## src/rtl/dlx_pkg.sv

```systemverilog
// ---------------------------------------------------------------------------
// dlx_pkg
// Shared DLX definitions used by the fetch unit, its interface and the
// performance counters.
//   DLX_WORD_W    : machine word width (32)
//   dlx_word_t    : one machine word / word address
//   fetch_state_t : fetch sequencer states IDLE / RUN / HALT
//   NOP           : instruction word presented when nothing has been fetched
// ---------------------------------------------------------------------------
package dlx_pkg;

    localparam int DLX_WORD_W = 32;

    typedef logic [DLX_WORD_W-1:0] dlx_word_t;

    typedef enum logic [1:0] {
        IDLE = 2'd0,
        RUN  = 2'd1,
        HALT = 2'd2
    } fetch_state_t;

    localparam dlx_word_t NOP = 32'h0000_0000;

endpackage

```

## src/rtl/dlx_fetch_unit_if.sv

```systemverilog
// ---------------------------------------------------------------------------
// dlx_fetch_unit_if
// Bundles the instruction-ROM port, the decode-stage handshake and the
// control inputs of the fetch unit.
//   rom_addr_o    : word address to the instruction ROM
//   rom_data_i    : ROM word for rom_addr_o (combinational, same cycle)
//   ready_i       : decode accepts instr_o/pc_o this cycle
//   redirect_i    : branch/jump taken, reload the PC from redirect_pc_i
//   redirect_pc_i : redirect target word address
//   halt_i        : stop issuing new fetches
//   instr_o       : registered IF/ID instruction
//   pc_o          : registered word address of instr_o
//   valid_o       : instr_o/pc_o hold a live instruction
//   halted_o      : fetch unit is in HALT
// Modports: master = fetch unit side, slave = ROM / decode / control side.
// ---------------------------------------------------------------------------
interface dlx_fetch_unit_if;
    import dlx_pkg::*;

    dlx_word_t rom_addr_o;
    dlx_word_t rom_data_i;
    logic      ready_i;
    logic      redirect_i;
    dlx_word_t redirect_pc_i;
    logic      halt_i;
    dlx_word_t instr_o;
    dlx_word_t pc_o;
    logic      valid_o;
    logic      halted_o;

    modport master (
        output rom_addr_o, instr_o, pc_o, valid_o, halted_o,
        input  rom_data_i, ready_i, redirect_i, redirect_pc_i, halt_i
    );

    modport slave (
        input  rom_addr_o, instr_o, pc_o, valid_o, halted_o,
        output rom_data_i, ready_i, redirect_i, redirect_pc_i, halt_i
    );

endinterface

```

## src/rtl/dlx_perf_counter.sv

```systemverilog
// ---------------------------------------------------------------------------
// dlx_perf_counter
// Free-running 32-bit event counter, wraps modulo 2^32.
//   clk_i   : clock
//   reset_i : asynchronous active-high reset, clears the count
//   inc_i   : add one to the count at the next rising edge
//   count_o : current count
// ---------------------------------------------------------------------------
module dlx_perf_counter
    import dlx_pkg::*;
(
    input  logic      clk_i,
    input  logic      reset_i,
    input  logic      inc_i,
    output dlx_word_t count_o
);

    always_ff @(posedge clk_i or posedge reset_i) begin
        if (reset_i) begin
            count_o <= '0;
        end else if (inc_i) begin
            count_o <= count_o + dlx_word_t'(1);
        end
    end

endmodule

```

## src/rtl/dlx_fetch_unit.sv

```systemverilog
// ---------------------------------------------------------------------------
// dlx_fetch_unit
// DLX instruction fetch stage: walks the PC through the instruction ROM,
// registers one instruction per cycle into the IF/ID register and honours
// decode backpressure, redirects (branch/jump) and halt.
//
// Ports:
//   clk_i   : clock, all state updates on the rising edge
//   reset_i : asynchronous active-high reset
//   bus     : dlx_fetch_unit_if.master (ROM port, decode handshake, control)
//   fetch_cnt_o, stall_cnt_o : performance counters, only present when the
//             macro DLX_FETCH_PERF_CNT_EN is defined
//
// Parameter:
//   RESET_PC : word address of the first fetch after reset
//
// Priority per cycle: redirect > halt/stall > normal fetch.
// ---------------------------------------------------------------------------
module dlx_fetch_unit
    import dlx_pkg::*;
#(
    parameter dlx_word_t RESET_PC = 32'h0000_0000
) (
    input  logic              clk_i,
    input  logic              reset_i,
    dlx_fetch_unit_if.master  bus
`ifdef DLX_FETCH_PERF_CNT_EN
    ,
    output dlx_word_t         fetch_cnt_o,
    output dlx_word_t         stall_cnt_o
`endif
);

    fetch_state_t state_reg;
    fetch_state_t state_next;

    dlx_word_t pc_reg;
    dlx_word_t instr_reg;
    dlx_word_t pc_out_reg;
    logic      valid_reg;

    // capture: load the IF/ID register from the ROM and advance the PC
    // drain  : HALT hands its last pending instruction to decode
    logic capture;
    logic drain;
    logic halted;

    // -----------------------------------------------------------------------
    // FSM state register
    // -----------------------------------------------------------------------
    always_ff @(posedge clk_i or posedge reset_i) begin
        if (reset_i) begin
            state_reg <= IDLE;
        end else begin
            state_reg <= state_next;
        end
    end

    // -----------------------------------------------------------------------
    // FSM next state
    // -----------------------------------------------------------------------
    always_comb begin
        state_next = state_reg;
        if (bus.redirect_i) begin
            // A redirect always restarts fetching, including out of HALT.
            state_next = RUN;
        end else begin
            unique case (state_reg)
                IDLE:    state_next = bus.halt_i ? HALT : RUN;
                RUN:     state_next = bus.halt_i ? HALT : RUN;
                HALT:    state_next = HALT;
                default: state_next = IDLE;
            endcase
        end
    end

    // -----------------------------------------------------------------------
    // FSM outputs / datapath controls
    // -----------------------------------------------------------------------
    always_comb begin
        capture = 1'b0;
        drain   = 1'b0;
        halted  = 1'b0;
        if (state_reg == HALT) begin
            halted = 1'b1;
        end
        if (!bus.redirect_i) begin
            // A halt request in RUN does not block this cycle's fetch;
            // HALT is only entered after it.
            if (state_reg == RUN && (!valid_reg || bus.ready_i)) begin
                capture = 1'b1;
            end
            if (state_reg == HALT && valid_reg && bus.ready_i) begin
                drain = 1'b1;
            end
        end
    end

    // -----------------------------------------------------------------------
    // PC and IF/ID register
    // instr/pc only move on a capture, so decode sees stable data both while
    // stalled and after a redirect kills the held instruction.
    // -----------------------------------------------------------------------
    always_ff @(posedge clk_i or posedge reset_i) begin
        if (reset_i) begin
            pc_reg     <= RESET_PC;
            instr_reg  <= NOP;
            pc_out_reg <= '0;
            valid_reg  <= 1'b0;
        end else if (bus.redirect_i) begin
            pc_reg    <= bus.redirect_pc_i;
            valid_reg <= 1'b0;
        end else if (capture) begin
            instr_reg  <= bus.rom_data_i;
            pc_out_reg <= pc_reg;
            valid_reg  <= 1'b1;
            pc_reg     <= pc_reg + dlx_word_t'(1);   // wraps modulo 2^32
        end else if (drain) begin
            valid_reg <= 1'b0;
        end
    end

    assign bus.rom_addr_o = pc_reg;
    assign bus.instr_o    = instr_reg;
    assign bus.pc_o       = pc_out_reg;
    assign bus.valid_o    = valid_reg;
    assign bus.halted_o   = halted;

`ifdef DLX_FETCH_PERF_CNT_EN
    // A stall cycle is RUN holding a live instruction that decode refuses.
    logic stall;
    assign stall = (state_reg == RUN) && !bus.redirect_i && valid_reg && !bus.ready_i;

    dlx_perf_counter u_fetch_cnt (
        .clk_i   (clk_i),
        .reset_i (reset_i),
        .inc_i   (capture),
        .count_o (fetch_cnt_o)
    );

    dlx_perf_counter u_stall_cnt (
        .clk_i   (clk_i),
        .reset_i (reset_i),
        .inc_i   (stall),
        .count_o (stall_cnt_o)
    );
`endif

endmodule

```

## src/flat_wrapper.sv

```systemverilog
// flat-port wrapper written by rule: the top's interface ports become plain ports
module dlx_fetch_unit_flat import dlx_pkg::*;
#(
    parameter dlx_word_t RESET_PC = 32'h0000_0000
)
  (clk_i, reset_i, bus_rom_addr_o, bus_instr_o, bus_pc_o, bus_valid_o, bus_halted_o, bus_rom_data_i, bus_ready_i, bus_redirect_i, bus_redirect_pc_i, bus_halt_i);
  dlx_fetch_unit_if bus_i ();
  input  logic clk_i;
  input  logic reset_i;
  output wire logic [$bits(bus_i.rom_addr_o)-1:0] bus_rom_addr_o;
  output wire logic [$bits(bus_i.instr_o)-1:0] bus_instr_o;
  output wire logic [$bits(bus_i.pc_o)-1:0] bus_pc_o;
  output wire logic [$bits(bus_i.valid_o)-1:0] bus_valid_o;
  output wire logic [$bits(bus_i.halted_o)-1:0] bus_halted_o;
  input wire logic [$bits(bus_i.rom_data_i)-1:0] bus_rom_data_i;
  input wire logic [$bits(bus_i.ready_i)-1:0] bus_ready_i;
  input wire logic [$bits(bus_i.redirect_i)-1:0] bus_redirect_i;
  input wire logic [$bits(bus_i.redirect_pc_i)-1:0] bus_redirect_pc_i;
  input wire logic [$bits(bus_i.halt_i)-1:0] bus_halt_i;
  assign bus_rom_addr_o = bus_i.rom_addr_o;
  assign bus_instr_o = bus_i.instr_o;
  assign bus_pc_o = bus_i.pc_o;
  assign bus_valid_o = bus_i.valid_o;
  assign bus_halted_o = bus_i.halted_o;
  assign bus_i.rom_data_i = bus_rom_data_i;
  assign bus_i.ready_i = bus_ready_i;
  assign bus_i.redirect_i = bus_redirect_i;
  assign bus_i.redirect_pc_i = bus_redirect_pc_i;
  assign bus_i.halt_i = bus_halt_i;
  dlx_fetch_unit #(.RESET_PC(RESET_PC)) u_core (.clk_i(clk_i), .reset_i(reset_i), .bus(bus_i));
endmodule
```

## config.mk

```make
export PLATFORM = sky130hd
export DESIGN_NAME = dlx_fetch_unit_flat
export DESIGN_NICKNAME = d
export VERILOG_FILES = /design/src/rtl/dlx_pkg.sv /design/src/rtl/dlx_fetch_unit_if.sv /design/src/rtl/dlx_perf_counter.sv /design/src/rtl/dlx_fetch_unit.sv /design/src/flat_wrapper.sv
export SDC_FILE = /design/constraint.sdc
export NUM_CORES = 1
export LEC_CHECK = 0
export ABC_CLOCK_PERIOD_IN_PS = 3150
export BUFFER_PORTS_ARGS = -buffer_cell sky130_fd_sc_hd__buf_2
export CELL_PAD_IN_SITES_DETAIL_PLACEMENT = 1
export CELL_PAD_IN_SITES_GLOBAL_PLACEMENT = 1
export CORE_MARGIN = 1.5
export CORE_UTILIZATION = 38
export CTS_CLUSTER_SIZE = 10
export DETAILED_ROUTE_END_ITERATION = 8
export GPL_TIMING_DRIVEN = 0
export HOLD_SLACK_MARGIN = 0.03
export PLACE_DENSITY_LB_ADDON = 0.1
export SYNTH_ARGS = -nofsm -noshare
export SYNTH_HDL_FRONTEND = slang
export SYNTH_SLANG_ARGS = --single-unit
```

## constraint.sdc

```tcl
create_clock -name clk_i -period 3.15 [get_ports clk_i]
set_input_delay 0.315 -clock clk_i [delete_from_list [all_inputs] [get_ports clk_i]]
set_output_delay 0.315 -clock clk_i [all_outputs]
set_load 0.05 [all_outputs]
```

# --- Word-level counts from Yosys, hierarchy flattened ---
# Index checks and enable logic that the tools add are counted.
totals:
  in_bits: 69
  word_cells: 32
  regBits: 99
  output_inout_bits: 98
classes:
  n_eq_ne: 2
  n_mux: 13
  bitwise_logic: 1
  n_reduce_logical: 10
  n_addsub: 1
op_table:
  columns: ["cell", "n"]
  rows:
  - ["two-way mux 32 bit", 2]
  - ["adder 32 x 1 -> 32 bit (second input constant)", 1]
  - ["two-way mux 1 bit", 8]
  - ["two-way mux 2 bit", 2]
  - ["one-hot mux 2 bit (2 select lines)", 1]
  - ["logical AND 1 bit", 3]
  - ["nonzero test 3 bit", 1]
  - ["== test 2 x 1 -> 1 bit (second input constant)", 1]
  - ["== test 2 bit (second input constant)", 1]
  - ["zero test 2 bit", 1]
  - ["AND reduction 2 bit", 1]
  - ["nonzero test 2 bit", 1]
  - ["OR reduction 2 bit", 1]
  - ["zero test 1 bit", 1]
  - ["logical OR 1 bit", 1]
  - ["NOT 1 bit", 1]

# --- Logic depth before layout (Yosys ltp) ---
# Gate-level depths: netlist of the first run.
depth:
  depth_word: 8
  depth_mapped: 6

# --- Least setup slack after synthesis of the first run ---
# No wires, ideal clock.
synth_timing:
  path_kind: "register -> register"
  startpoint: "reg u_core.pc_reg[0] (netlist: u_core.bus.rom_addr_o[0])"
  endpoint: "reg u_core.pc_reg[16] (netlist: u_core.bus.rom_addr_o[16])"
  required_time_ns: 3.068
  stages_incl_launch_ff: 7
  path_slack_ns: 1.102
  t_arrival_ns: 1.966
  setup_time_ns: 0.082
  path_cell_list: "dfrtp_1 -> ha_1 -> nand2_1 -> nor4_4 -> nand3_1 -> or3_1 -> a31oi_1"
synth_between:
  elab_chain_len: 3
synth_rtl:
  columns: ["element", "line", "text"]
  rows:
  - ["start: declaration", "dlx_fetch_unit.sv:37", "dlx_word_t pc_reg;"]
  - ["start signal: assignment", "dlx_fetch_unit.sv:111", "pc_reg <= bus.redirect_pc_i;"]
  - ["start signal: assignment", "dlx_fetch_unit.sv:117", "pc_reg <= pc_reg + dlx_word_t'(1);"]
  - ["adder 32 x 1 -> 32 bit", "dlx_fetch_unit.sv:117", null]
  - ["two-way mux 32 bit", "dlx_fetch_unit.sv:113", "end else if (capture) begin"]
  - ["two-way mux 32 bit", "dlx_fetch_unit.sv:110", "end else if (bus.redirect_i) begin"]
# Every way passes these cells. The select of a mux whose other input is x is not followed.
# A chain may end at the register's enable or synchronous reset.

# --- Final worst setup path of the first run ---
layout_timing:
  startpoint: "reg u_core.state_reg[1]"
  endpoint: "reg u_core.pc_out_reg[18] (netlist: u_core.bus.pc_o[18])"
layout_between:
  elab_chain_len: 5
layout_rtl:
  columns: ["element", "line", "text"]
  rows:
  - ["start: declaration", "dlx_fetch_unit.sv:34", "fetch_state_t state_reg;"]
  - ["start signal: assignment", "dlx_fetch_unit.sv:55", "state_reg <= state_next;"]
  - ["== test 2 x 1 -> 1 bit", "dlx_fetch_unit.sv:90", "if (state_reg == RUN && (!valid_reg || bus.ready_i)) begin"]
  - ["logical AND 1 bit", "dlx_fetch_unit.sv:90", null]
  - ["two-way mux 1 bit", "dlx_fetch_unit.sv:90", null]
  - ["two-way mux 1 bit", "dlx_fetch_unit.sv:87", "if (!bus.redirect_i) begin"]
  - ["AND reduction 2 bit (no line)", null, null]
  - ["end signal: assignment", "dlx_fetch_unit.sv:115", "pc_out_reg <= pc_reg;"]
  - ["end: declaration", "dlx_fetch_unit.sv:39", "dlx_word_t pc_out_reg;"]
# Every way passes these cells.

==> results, run 1 <==
- The global-route usage over all layers is 0.1969.
- The H-tree generated during clock tree synthesis spans 3 levels.
- Along the worst path, the maximum fanout reaches 10.
- The number of detailed-route iterations in the first pass is 6.
- The endpoint arrival time on the critical path is 2490 ps.
- For the final routed database, the setup TNS stands at 0 ps.
- Clock tree synthesis inserted a total of 9 buffers.
- For met2 alone, demand over resource in global routing was 0.3221.
- The number of flops mapped to enable cells by yosys is 0.
- The detail route stage leaves a number of antenna-violating nets equal to 0.
- The first global-routing pass estimated 18.10 mm of wire.
- In this run the count of I/O pins placed on the die edge is 167.
- The type of destination of the critical path is a flop.
- The busiest layer in global routing is met2.
- The transition time of the tightest slew-check pin is 900.6 ps.
- In this run the clock root is driven by a clkbuf_16.
- The synthesized area per cell is 12.39 um2.
- In this run, the number of DRC markers left after iteration 0 of detailed routing was 91.
- The total area of sequential cells is 2477 um2.
- Across all hold checks on the routed design, the worst slack comes to 20.47 ps.
- VDD sags by at most 373.8 uV.
- Entering global routing, the biggest net connects 62 pins.
- For the worst setup path, the data required time is 3370 ps.
- The highest achievable clock rate is 441.4 MHz.
- The aggregate global routing overflow is 0.
- In this run, post-CTS hold repair placed 0 buffers.
- The clock tree from TritonCTS is built.
- Synthesis produced a netlist whose cell count is 352.
- The total count of max-transition violations in the final report is 0.
- The synthesized netlist contains 38 unique library cells.
- The final routed wire length divided by cell count is 17.09 um.
- Once layout is complete, the cells apart from fillers number 675.
- The count of unresolved DRC violations after routing is 0.
- The synthesized flop and latch total is 99.
- The post-cts resize count is 0.
- The later pin in the worst-skew pair is clocked with a latency of 340 ps.
- The synthesized netlist net count is 422.
- The class of the most critical setup path is flop to flop.
- The floorplan core area is 11,030 um2.
- For this design the ratio of total power to cell area is 769.8 nW/um2.
- The number of global-route vias before repair is 3,530.
- The run finished with clean final reports.
- The post-detailed-route via-to-cell ratio is 5.040.
- The most used flip-flop cell after synthesis is dfrtp_1.
- Of all flip-flops after synthesis, the portion carrying an async set or reset was 1.000.
- Counting along the longest clock path gives a buffer depth of 2.
- The count of input and output buffers is 166.
- The category of the worst setup path launch point is a flop.
- The number of sinks driven by the clock tree is 99.
- The full die area is 12,130 um2.
- The number of antenna violations at the first check in global routing is 0.
- The wire-length estimate of the detail-placed layout is 8.637 mm.
- At the end of the flow the core is filled with cells to 0.5146.
- For this configuration, the core starts out at a cell density of 0.3955.
- The final setup violation count is 0.
- Clock-pin slew was measured on the worst setup and hold paths at 70 ps.
- After detailed placement, the design holds a cell count of 659.
- Wires add up to 11.54 mm.
- The min-delay analysis places its worst path in the category input pin to asynchronous set/reset pin.
- Of the cells placed in the final design, the portion with a size suffix greater than 1 is 0.4991.
- The maximum clock skew at final layout is 9.334 ps.
- The total via count after detailed routing is 3,402.
- The clock period could shrink to 2265 ps.
- Measured against its own limit, the worst slew margin works out to 0.3963.
- The post-CTS setup buffer count is 0.
- The total of warnings raised by yosys is 0.
- Across the run, the number of max-cap violations was 0.
- The floorplan row count is 38.
- The area of the multi-input gates is 1813 um2.
- Dividing the final minimum period by the clock period gives 0.7192.
- The weighted congestion reported at the end of routability-driven placement is 0.7546.
- The antenna diode count is 0.
- The synthesized netlist occupies a cell area of 4363 um2.
- For this run, global-route usage on met3 was measured as 0.03998.
- The global-route track usage on met1 is 0.2631.
- The number of fill cells in the layout is 1,252.
- The vertical extent of the die is 110.2 um.
- From left edge to right edge, the die measures 110.2 um.
- From synthesis to final layout, the design area changed by 30.11%.
- The hold violation total from the final report is 0.
- Setup repair after global routing left no endpoint under its margin.
- The static leakage is 2.627 nW.
- The share of the Yosys chip area taken by registers is 0.5678.
- The number of nets in the finished design is 600.
report_power, final:
group	internal (mW)	total, mW	switching [mW]
Sequential	1.52	1.69	0.169
Clock	0.538	1.03	0.494
Combinational	0.434	1.65	1.21
Total	2.49	4.37	1.88
synth_stat cells, types with 3 or more instances:
cell type	number	area (um2)
nand3_1	9	45.04
and4_1	4	35.03
and2_1	3	18.77
nand2_1	37	138.9
buf_2	7	35.03
a31oi_1	4	25.02
clkbuf_1	7	26.28
o21ai_0	30	150.1
dfrtp_1	99	2477
mux2_2	64	720.7
nor2_1	6	22.52
and3_1	7	43.79
nor3_1	6	30.03
nand4_1	11	68.82
xnor2_1	8	70.07
xor2_1	17	148.9
or3_1	4	25.02
cell type report:
type	instances	area share
Buffer	14	0.01080
Timing Repair Buffer	167	0.1512
Clock inverter	7	0.009257
Sequential cell	99	0.4364
Multi-Input combinational cell	236	0.3194
Clock buffer	9	0.03967
Tap cell	140	0.03086
Inverter	3	0.002425
cells in the final DEF, fill, tap and decap left out, drive strengths merged, types with 3 or more instances in the layout:
cell type  instances
nand2             37
buf              174
nand4             12
nor2               6
nand3             11
and2               3
and3               7
nor2b              3
nor4               4
and4               4
clkinv             3
dfrtp             99
xor2              17
o21ai             31
clkinvlp           4
xnor2              8
inv                3
mux2              64
or3                4
nand2b             3
nor3               8
clkbuf            16
a31oi              4
logic make-up after synthesis:
family / synth area share
simple gates: 0.1440
buf+inv: 0.01663
compound gates: 0.05104
fa+ha+maj: 0.002867
xor+xnor: 0.05019
flops: 0.5678
mux: 0.1675
critical path, cell delays in order (launching register included):
cell and delay, ps:
dfrtp_1 430, nand2b_4 200, nor3_2 740, buf_2 410
mux2_2 370
per-stage QoR:
stage                     area (um2)  power [mW]  setup slack (ps)
after floorplan                 4363       2.944             244.6
after global placement          5369       3.335            -995.0
after detailed placement        5399       3.382             851.3
after CTS                       5677       4.424             840.5
after global routing            5677       4.578             697.7
final                           5677       4.370             884.6
path summary, 6_finish.rpt:
path / slack, ps / endpoint / cells past startpoint / from
min in group clk_i: 180 / u_core.bus.rom_addr_o[9]$_DFFE_PP0P_ / 3 / bus_redirect_pc_i[9]
hold / removal: 20 / u_core.bus.instr_o[23]$_DFFE_PP0P_ / 2 / reset_i
hold reg to reg: 500 / u_core.bus.pc_o[9]$_DFFE_PP0P_ / 1 / u_core.bus.pc_o[9]$_DFFE_PP0P_
setup / recovery: 880 / u_core.bus.pc_o[18]$_DFFE_PP0P_ / 4 / u_core.state_reg[1]$_DFF_PP0_
max in group asynchronous: 2460 / u_core.bus.pc_o[15]$_DFFE_PP0P_ / 3 / reset_i
setup reg to reg: 880 / u_core.bus.pc_o[18]$_DFFE_PP0P_ / 4 / u_core.state_reg[1]$_DFF_PP0_
layer usage:
metal  up-vias  wire (um)
li1       1605          -
met1      1668       5140
met4         0        152
met5         -          0
met3         9        869
met2       120       5372
Note: power is estimated with default switching activity, not from simulation.
==> run 2: changes to the inputs <==
- ABC_CLOCK_PERIOD_IN_PS: 3150 -> 1900
- CORE_UTILIZATION: 38 -> 34
- clock period: 3.15 -> 1.9 ns (I/O delays scaled with it)
==> results, run 2 (synthesis results as in run 1) <==
- The count of hold buffers inserted by post-cts repair was 0 (unchanged).
- The count of unresolved DRC violations after routing came to 0 (unchanged).
- The data required time at the worst endpoint was 2120 ps (-1250 ps).
- The floorplan row count came to 41 (+7.9%).
- The first-pass GRT wire length is 18.21 mm (+0.61%).
- The pin count of the biggest net entering global routing was 43 (-31%).
- The final setup violation count is 0 (unchanged).
- The fraction of final layout cells with drive strength greater than 1 is 0.5607 (+0.06165).
- The worst setup margin is 28.19 ps (-856.4 ps).
- The final routed wire length divided by cell count is 16.63 um (-2.7%).
- The number of nets still failing antenna checks after routing is 0 (unchanged).
- The flow ran to the end, and the final reports show no timing, DRC or antenna violations.
- The clock root buffer is clkbuf_16.
- The cell family contributing the most delay on the critical path is simple AND/OR/NAND/NOR gates.
- The CTS H-tree depth is 3 (unchanged).
- The vertical extent of the die is 116.3 um (+5.6%).
- The area of the multi-input gates is 1868 um2 (+3.0%).
- The number of fill cells in the layout is 1,423 (+14%).
- The clock buffer count from CTS is 9 (unchanged).
- The power per cell area is 1228 nW/um2 (+59%).
- The count of input and output buffers is 166 (unchanged).
- The highest achievable clock rate is 534.2 MHz (+21%).
- The weighted congestion reported at the end of routability-driven placement came to 0.7483 (-0.83%).
- Traced cell by cell, the critical path runs through nand2b_4, or4_4, nor4_1, xnor2_1, o21ai_1.
- The critical-path cell with the highest stage delay is or4_4.
- The transition time of the tightest slew-check pin came to 951.4 ps (+50.86 ps).
- The global-route usage over all layers is 0.1785 (-0.01840).
- The final critical delay including setup and external delays is 1872 ps (-393.6 ps).
- The total wire length is 12.17 mm (+5.5%).
- The total via count after detailed routing is 3,539 (+4.0%).
- The number of detailed-route iterations in the first pass is 4 (-2).
- Setup repair after global routing could not meet its margin everywhere.
- The final critical-path share of the clock period is 0.9852 (+0.2660).
- The floorplan core area is 12,570 um2 (+14%).
- The total count of max-transition violations in the final report was 0 (unchanged).
- The count of maximum capacitance violations came to 0 (unchanged).
- The clock transition at the registers of the reported paths came to 70 ps (about the same).
- The worst slew margin relative to its limit came to 0.3644 (-0.03197).
- The number of DRC markers in iteration 0 is 113 (+24%).
- The hold violation total from the final report is 0 (unchanged).
- The initial core utilization is 0.3471 (-0.04839).
- The aggregate global routing overflow is 0 (unchanged).
- Relative to the synthesized area, the layout overhead comes to 37.28%.
- The type of destination of the critical path is a flop.
- The full die area is 13,520 um2 (+11%).
- The placed standard-cell area is 5473 um2 (+1.4%).
- The worst-path maximum fanout came to 6 (-4).
- The endpoint arrival time on the critical path came to 2090 ps (-400 ps).
- The number of antenna violations at the first check in global routing came to 1 (+1).
- The peak supply drop is 620.4 uV (+66%).
- The type of the most critical hold path is input pin to asynchronous set/reset pin.
- The number of nets in the finished design was 625 (+4.2%).
- The biggest cell delay along the critical path is 580 ps (-160 ps).
- The library cells used most frequently in the layout, excluding fill and tap cells, are buf_2 (172), dfrtp_1 (82), mux2_2 (64).
- The class of the most critical setup path is flop to flop.
- The post-detailed-placement half-perimeter wirelength is 8.843 mm (+2.4%).
- The static leakage is 2.749 nW (+4.7%).
- The post-detailed-route via-to-cell ratio is 4.835 (-4.1%).
- The number of global-route vias before repair was 3,442 (-2.5%).
- The setup slack at placement was -400.3 ps (-1252 ps).
- The category of the worst setup path launch point is a flop.
- The x dimension of the die is 116.3 um (+5.6%).
- The maximum clock skew at final layout was 5.485 ps (-3.849 ps).
- The number of buffers on the longest clock path is 2 (unchanged).
- The clock tree from TritonCTS is built.
- The number of top-level pins is 167 (unchanged).
- The cell area after layout came to 5989 um2 (+5.5%).
- The sum of buffers and inverters on the critical path is 0 (-1).
- The library cell used most frequently in the layout, excluding fill and tap cells, is buf_2.
- The total area of sequential cells is 2499 um2 (+0.86%).
- The clock insertion delay at the later pin of the skew report was 340 ps (about the same).
- The antenna diode count is 0 (unchanged).
- The number of sinks driven by the clock tree is 99 (unchanged).
==> run 2: final timing paths <==
kind	cells past startpoint	slack (ps)	startpoint	endpoint
worst min register to register	1	500	u_core.bus.instr_o[12]$_DFFE_PP0P_	u_core.bus.instr_o[12]$_DFFE_PP0P_
worst min-delay path	2	50	reset_i	u_core.bus.instr_o[12]$_DFFE_PP0P_
max in group asynchronous	4	950	reset_i	u_core.bus.rom_addr_o[19]$_DFFE_PP0P_
worst max register to register	5	30	u_core.state_reg[1]$_DFF_PP0_	u_core.bus.rom_addr_o[15]$_DFFE_PP0P_
worst max-delay path	5	30	u_core.state_reg[1]$_DFF_PP0_	u_core.bus.rom_addr_o[15]$_DFFE_PP0P_
min in group clk_i	3	50	bus_redirect_pc_i[15]	u_core.bus.rom_addr_o[15]$_DFFE_PP0P_
==> run 2: power by group <==
part           switching, mW  internal [mW]  total, mW
Sequential             0.275           2.53       2.81
Clock                  0.778          0.956       1.73
Combinational           2.03          0.779       2.81
==> run 2: cell type report <==
type / instances / area share
Buffer: 14 / 0.01128
Clock buffer: 12 / 0.04282
Clock inverter: 4 / 0.004178
Inverter: 3 / 0.002507
Multi-Input combinational cell: 237 / 0.3119
Sequential cell: 99 / 0.4172
Tap cell: 172 / 0.03593
Timing Repair Buffer: 191 / 0.1742
==> run 2: stage by stage <==
stage | power, mW | utilization | hold WS, ps | TNS [ps] | std cells
4_1_cts | 7.391 | 0.4608 | 45.00 | 0 | 712
5_1_grt | 7.716 | 0.4766 | 55.94 | -272.0 | 732
3_5_place_dp | 5.608 | 0.4354 | 405.8 | -23130 | 692
3_3_place_gp | 5.539 | 0.4323 | 399.3 | -43980 | 690
6_report | 7.354 | 0.4766 | 50.60 | 0 | 732
2_1_floorplan | 4.890 | - | 306.8 | 0 | 352
==> run 2: timing repair <==
| action | in CTS | in global routing |
|---|---|---|
| pin swaps | 3 | 8 |
| gates resized for setup | 2 | 13 |
| gates cloned | 0 | 1 |
| setup buffers | 4 | 19 |
| endpoints found under the setup margin | 77 | 21 |
==> run 2: layer usage <==
layer | vias to the layer above | global-route usage | share of wire
met2 | 123 | 0.2957 | 0.47
met5 | - | 0 | 0.00099
met1 | 1737 | 0.2291 | 0.45
met4 | 2 | 0.06179 | 0.013
met3 | 14 | 0.04411 | 0.068
li1 | 1663 | - | -
